`src/rtl/rx_operand_collector_if.sv`:
```
// Byte-stream and operand-set bundle between the UART receiver, the collector and the ALU.
// The slave modport is the collector's view; the master modport is the receiver/ALU side.
interface rx_operand_collector_if #(
    parameter int DBIT  = 8,
    parameter int NB_OP = 6
);
    logic [DBIT-1:0]  i_data;
    logic             i_done_data;
    logic [DBIT-1:0]  o_a;
    logic [DBIT-1:0]  o_b;
    logic [NB_OP-1:0] o_op;
    logic             o_rx_alu_done;
    logic             o_timeout;

    modport master (
        output i_data, i_done_data,
        input  o_a, o_b, o_op, o_rx_alu_done, o_timeout
    );

    modport slave (
        input  i_data, i_done_data,
        output o_a, o_b, o_op, o_rx_alu_done, o_timeout
    );
endinterface

```
`src/rtl/rx_operand_collector.sv`:
```
// Assembles three received bytes (A, B, opcode) into a coherent ALU operand set.
// Define RX_TIMEOUT_EN to drop partial frames after TIMEOUT_CYC idle cycles.
module rx_operand_collector #(
    parameter int DBIT        = 8,
    parameter int NB_OP       = 6,
    parameter int TIMEOUT_CYC = 1000000
) (
    input  logic                    i_clk,
    input  logic                    i_rst,
    rx_operand_collector_if.slave   io_bus
);

    typedef enum logic [1:0] {
        S_A  = 2'd0,
        S_B  = 2'd1,
        S_OP = 2'd2
    } state_t;

    state_t           r_state;
    logic [DBIT-1:0]  r_stage_a;
    logic [DBIT-1:0]  r_stage_b;
    logic [DBIT-1:0]  r_a;
    logic [DBIT-1:0]  r_b;
    logic [NB_OP-1:0] r_op;
    logic             r_done;
    logic             w_expire;

`ifdef RX_TIMEOUT_EN
    localparam int CNT_W = (TIMEOUT_CYC > 2) ? $clog2(TIMEOUT_CYC) : 1;

    logic [CNT_W-1:0] r_cnt;
    logic             r_timeout;

    // A strobe in the expiry cycle wins, so expiry requires an idle cycle.
    assign w_expire = (r_state != S_A) && !io_bus.i_done_data &&
                      (r_cnt == CNT_W'(TIMEOUT_CYC - 1));

    always_ff @(posedge i_clk) begin
        if (i_rst) begin
            r_cnt     <= '0;
            r_timeout <= 1'b0;
        end else begin
            r_timeout <= w_expire;
            if (r_state == S_A || io_bus.i_done_data || w_expire)
                r_cnt <= '0;
            else
                r_cnt <= r_cnt + 1'b1;
        end
    end

    assign io_bus.o_timeout = r_timeout;
`else
    localparam int unused_timeout_cyc = TIMEOUT_CYC;

    assign w_expire         = 1'b0;
    assign io_bus.o_timeout = 1'b0;
`endif

    // NOTE: all state here uses non-blocking assignments so every register
    // samples the pre-edge values; blocking would let r_a see the new stage.
    always_ff @(posedge i_clk) begin
        if (i_rst) begin
            r_state   <= S_A;
            r_stage_a <= '0;
            r_stage_b <= '0;
            r_a       <= '0;
            r_b       <= '0;
            r_op      <= '0;
            r_done    <= 1'b0;
        end else begin
            r_done <= 1'b0;
            if (io_bus.i_done_data) begin
                case (r_state)
                    S_A: begin
                        r_stage_a <= io_bus.i_data;
                        r_state   <= S_B;
                    end
                    S_B: begin
                        r_stage_b <= io_bus.i_data;
                        r_state   <= S_OP;
                    end
                    S_OP: begin
                        r_a     <= r_stage_a;
                        r_b     <= r_stage_b;
                        r_op    <= io_bus.i_data[NB_OP-1:0];
                        r_done  <= 1'b1;
                        r_state <= S_A;
                    end
                    default: r_state <= S_A;
                endcase
            end else if (w_expire) begin
                // Drop the partial frame; the published operand set is untouched.
                r_state   <= S_A;
                r_stage_a <= '0;
                r_stage_b <= '0;
            end
        end
    end

    assign io_bus.o_a           = r_a;
    assign io_bus.o_b           = r_b;
    assign io_bus.o_op          = r_op;
    assign io_bus.o_rx_alu_done = r_done;

endmodule

```
`src/flat_wrapper.sv`:
```
// flat-port wrapper written by rule: the top's interface ports become plain ports
module rx_operand_collector_flat 
#(
    parameter int DBIT        = 8,
    parameter int NB_OP       = 6,
    parameter int TIMEOUT_CYC = 1000000
)
  (i_clk, i_rst, io_bus_i_data, io_bus_i_done_data, io_bus_o_a, io_bus_o_b, io_bus_o_op, io_bus_o_rx_alu_done, io_bus_o_timeout);
  rx_operand_collector_if #(.DBIT(DBIT), .NB_OP(NB_OP)) io_bus_i ();
  input  logic i_clk;
  input  logic i_rst;
  input wire logic [$bits(io_bus_i.i_data)-1:0] io_bus_i_data;
  input wire logic [$bits(io_bus_i.i_done_data)-1:0] io_bus_i_done_data;
  output wire logic [$bits(io_bus_i.o_a)-1:0] io_bus_o_a;
  output wire logic [$bits(io_bus_i.o_b)-1:0] io_bus_o_b;
  output wire logic [$bits(io_bus_i.o_op)-1:0] io_bus_o_op;
  output wire logic [$bits(io_bus_i.o_rx_alu_done)-1:0] io_bus_o_rx_alu_done;
  output wire logic [$bits(io_bus_i.o_timeout)-1:0] io_bus_o_timeout;
  assign io_bus_i.i_data = io_bus_i_data;
  assign io_bus_i.i_done_data = io_bus_i_done_data;
  assign io_bus_o_a = io_bus_i.o_a;
  assign io_bus_o_b = io_bus_i.o_b;
  assign io_bus_o_op = io_bus_i.o_op;
  assign io_bus_o_rx_alu_done = io_bus_i.o_rx_alu_done;
  assign io_bus_o_timeout = io_bus_i.o_timeout;
  rx_operand_collector #(.DBIT(DBIT), .NB_OP(NB_OP), .TIMEOUT_CYC(TIMEOUT_CYC)) u_core (.i_clk(i_clk), .i_rst(i_rst), .io_bus(io_bus_i));
endmodule
```
`config.mk`:
```
export PLATFORM = sky130hd
export DESIGN_NAME = rx_operand_collector_flat
export DESIGN_NICKNAME = d
export VERILOG_FILES = /design/src/rtl/rx_operand_collector_if.sv /design/src/rtl/rx_operand_collector.sv /design/src/flat_wrapper.sv
export SDC_FILE = /design/constraint.sdc
export NUM_CORES = 1
export LEC_CHECK = 0
export BUFFER_PORTS_ARGS = -buffer_cell sky130_fd_sc_hd__buf_2
export CAP_MARGIN = 20
export CORE_ASPECT_RATIO = 0.6
export CORE_MARGIN = 1
export CORE_UTILIZATION = 29
export DETAILED_ROUTE_END_ITERATION = 12
export PLACE_DENSITY_LB_ADDON = 0.05
export SETUP_SLACK_MARGIN = 0.4
export SYNTH_ARGS = -nofsm -noshare
export SYNTH_HDL_FRONTEND = slang
export SYNTH_SLANG_ARGS = --single-unit
```
`constraint.sdc`:
```
create_clock -name i_clk -period 1.2 [get_ports i_clk]
set_clock_uncertainty 0.15 [all_clocks]
set_input_delay 0.24 -clock i_clk [delete_from_list [all_inputs] [get_ports i_clk]]
set_output_delay 0.24 -clock i_clk [all_outputs]
set_load 0.05 [all_outputs]
```
==> summary.md <==
| Metric | Value |
|---|---|
| Outcome | finished with violations |
| Failing checks | setup timing |
| RSZ-0062 raised after global routing | yes |
| DR iter-0 viols | 17 |
| Final setup viols | 2 |
| Gpl congestion | 0.680 |
| Largest net degree at the start of global routing | 31 |
| Most frequent cell after synthesis | nand2b_1 |
| Share of post-route cells with drive strength above 1 | 42.4% |
| Post-route setup slack | -0.00726 ns |
| Total length of routed wires | 3.30 mm |
| HPWL reported at the end of detailed placement | 2.23 mm |
| Fill cells | 503 |
| CP arrival | 1.28 ns |
| Period utilization | 101% |
| Synthesized instance count | 147 |
| Final min period | 1.21 ns |
| GRT overflow | 0 |
| Yosys warns | 0 |
| CP Capture Type | flop |
| CTS tree | yes |
| Req. time, crit path | 1.27 ns |
| VDD IR max | 0.410 mV |
| Die footprint | 0.00603 mm2 |
| Fin area | 0.00236 mm2 |
| Register area | 912 um2 |
| Port-buffer cells | 33 |
| Predominant post-synthesis flop cell | dfxtp_1 |
| Ports | 35 |
| Root buffer cell | clkbuf_8 |
| Critical-path cell list | and3b_4 -> mux2i_1 |
| CTS clk-pin slew, worst paths | 0.08 ns |
| Vias in the first global route | 1095 |
| DR WL/cell | 12.7 um |
| Slowest cell on the critical path | and3b_4 |
| Crit path kind | reg2reg |
| Clk sinks | 41 |
| CORE AREA | 0.00528 mm2 |
| Yosys top cell area share | 49.5% |
| Final Hold Vio Count | 0 |
| Placed Area | 0.00200 mm2 |
| Syn-to-layout area delta | 42.4% |
| Sequential area share after synthesis | 49.5% |
| Biggest area consumer among synthesized cells | dfxtp_1 |
| Antenna violations before repair | 0 |
| # rows | 20 |
| Power Density | 1080 mW/mm2 |
| F_max | 0.828 GHz |
| Syn_area_per_cell | 11.3 um2 |
| Initial core utilization | 31.4% |
| Max FO, Critical Path | 8 |
| Synth area leaders | dfxtp_1 (50%), mux2i_1 (23%), nand2b_1 (17%) |
| Leak Pwr | 0.969 nW |
| DIE HEIGHT | 60.6 um |
| Unique masters post-synth | 18 |
| #FFs+latches synth | 41 |
| CP max stage delay | 0.42 ns |
| Post-synth ARST share | 0% |
| Critical path startpoint category | flop |
| Clk Latency, worst-skew pair | 0.29 ns |
| Via/cell ratio | 4.24 |
| Slew Limit Fails | 0 |
| First-pass GRT wire length | 5.22 mm |
| Utilization after layout | 44.7% |
| Number of flops mapped to enable cells by yosys | 0 |
| Mapped Nets | 158 |
| Post-route ant nets | 0 |
| Antenna cells | 0 |
| Largest buffer count on any clock path | 2 |
| Max-cap violations | 0 |
| Layout Nets | 194 |
| H-Tree Depth | 2 |
| DRC violations left | 0 |
| Multi-input gate area | 781 um2 |
| GRT Total Usage | 11.8% |
| Routed vias | 1107 |
| Synthesized cell area | 0.00166 mm2 |
| CTS Buf Count | 5 |
| Die Wd | 99.6 um |
| First drt pass iteration count | 4 |
| Commonest cells post-synth | nand2b_1 (46), dfxtp_1 (41), mux2i_1 (38), clkbuf_1 (4), buf_4 (3) |
| Hold Path Class | in2reg |
[worst max-delay path: cells and delay by family (launching register included)]
kind / cells / cell delay [ns]
flops: 1 / 0.35
mux: 1 / 0.21
simple gates: 1 / 0.42
[sequential cells by signal, indices dropped and copies added, names as in the netlist]
signal and flops:
u_core.r_stage_b 8, u_core.io_bus.o_rx_alu_done 1, u_core.io_bus.o_a 8, u_core.io_bus.o_b 8, u_core.r_stage_a 8, u_core.r_state 2, u_core.io_bus.o_op 6
[cell usage in the layout, fill, tap and decap left out, types with 2 or more instances in the layout]
| cell type | Yosys | routed |
|---|---|---|
| buf_2 | 1 | 10 |
| clkbuf_8 | 0 | 6 |
| buf_8 | 0 | 23 |
| dfxtp_1 | 41 | 16 |
| and3b_4 | 0 | 2 |
| nand2b_1 | 46 | 46 |
| mux2i_1 | 38 | 38 |
| dfxtp_4 | 0 | 24 |
| buf_4 | 3 | 3 |
| buf_12 | 1 | 3 |
[layout make-up]
class	instances	share of cell area, %
Clock inverter	1	0.318
Timing Repair Buffer	39	20.2
Multi-Input combinational cell	96	33.1
Sequential cell	41	38.6
Clock buffer	7	3.66
Tap cell	77	4.08
[power breakdown]
part	switching [mW]	internal, mW	leakage [nW]
combinational	0.121	0.125	0.572
sequential	0.0186	1.35	0.352
clock	0.467	0.467	0.0445
total	0.607	1.94	0.969
[per-stage QoR]
stage	hold WS, ns	cells	power [mW]	worst slack, ns	TNS (ns)
floorplan	0.262	147	1.57	0.0832	0
global placement	0.316	250	1.62	0.0126	0
detailed placement	0.326	250	1.63	-0.0273	-0.0762
CTS	0.0750	259	2.61	-0.00945	-0.0394
global route	0.104	261	2.68	-0.0553	-1.11
finish	0.0991	261	2.55	-0.00726	-0.00741
[layer usage]
layer | vias up | GRT usage (%) | part of all wire (%)
met5 | - | 0 | 0
met4 | 0 | 8.19 | 2.4
met3 | 8 | 3.80 | 4.5
met2 | 24 | 19.5 | 45
met1 | 515 | 13.5 | 48
li1 | 560 | - | -
[repair_timing]
item | 4_1_cts | 5_1_grt
hold buffers | 0 | 0
setup buffers | 1 | 1
setup endpoints to repair | 64 | 64
pin swaps | 0 | 0
cloned | 0 | 1
resized for setup | 73 | 2
[cell families (layout without fill, tap and decap cells)]
logic type / count (synthesis) / count (layout) / share of synthesized area (%)
AND/OR/NAND/NOR: 54 / 55 / 21.3
buffers and inverters: 11 / 47 / 5.13
other: 1 / 1 / 0.226
multiplexers: 38 / 38 / 22.9
AO/OA/AOI/OAI: 2 / 2 / 0.905
flip-flops: 41 / 41 / 49.5
[final timing paths]
check	end	slack, ns	cells past startpoint	start
setup / recovery	u_core.io_bus.o_a[7]	-0.007	2	u_core.r_state[0]
hold / removal	u_core.r_stage_a[7]	0.1	3	io_bus_i_data[7]
setup reg to reg	u_core.io_bus.o_a[7]	-0.007	2	u_core.r_state[0]
hold reg to reg	u_core.io_bus.o_a[0]	0.33	2	u_core.r_stage_a[0]
Note: power is estimated with default switching activity, not from simulation.
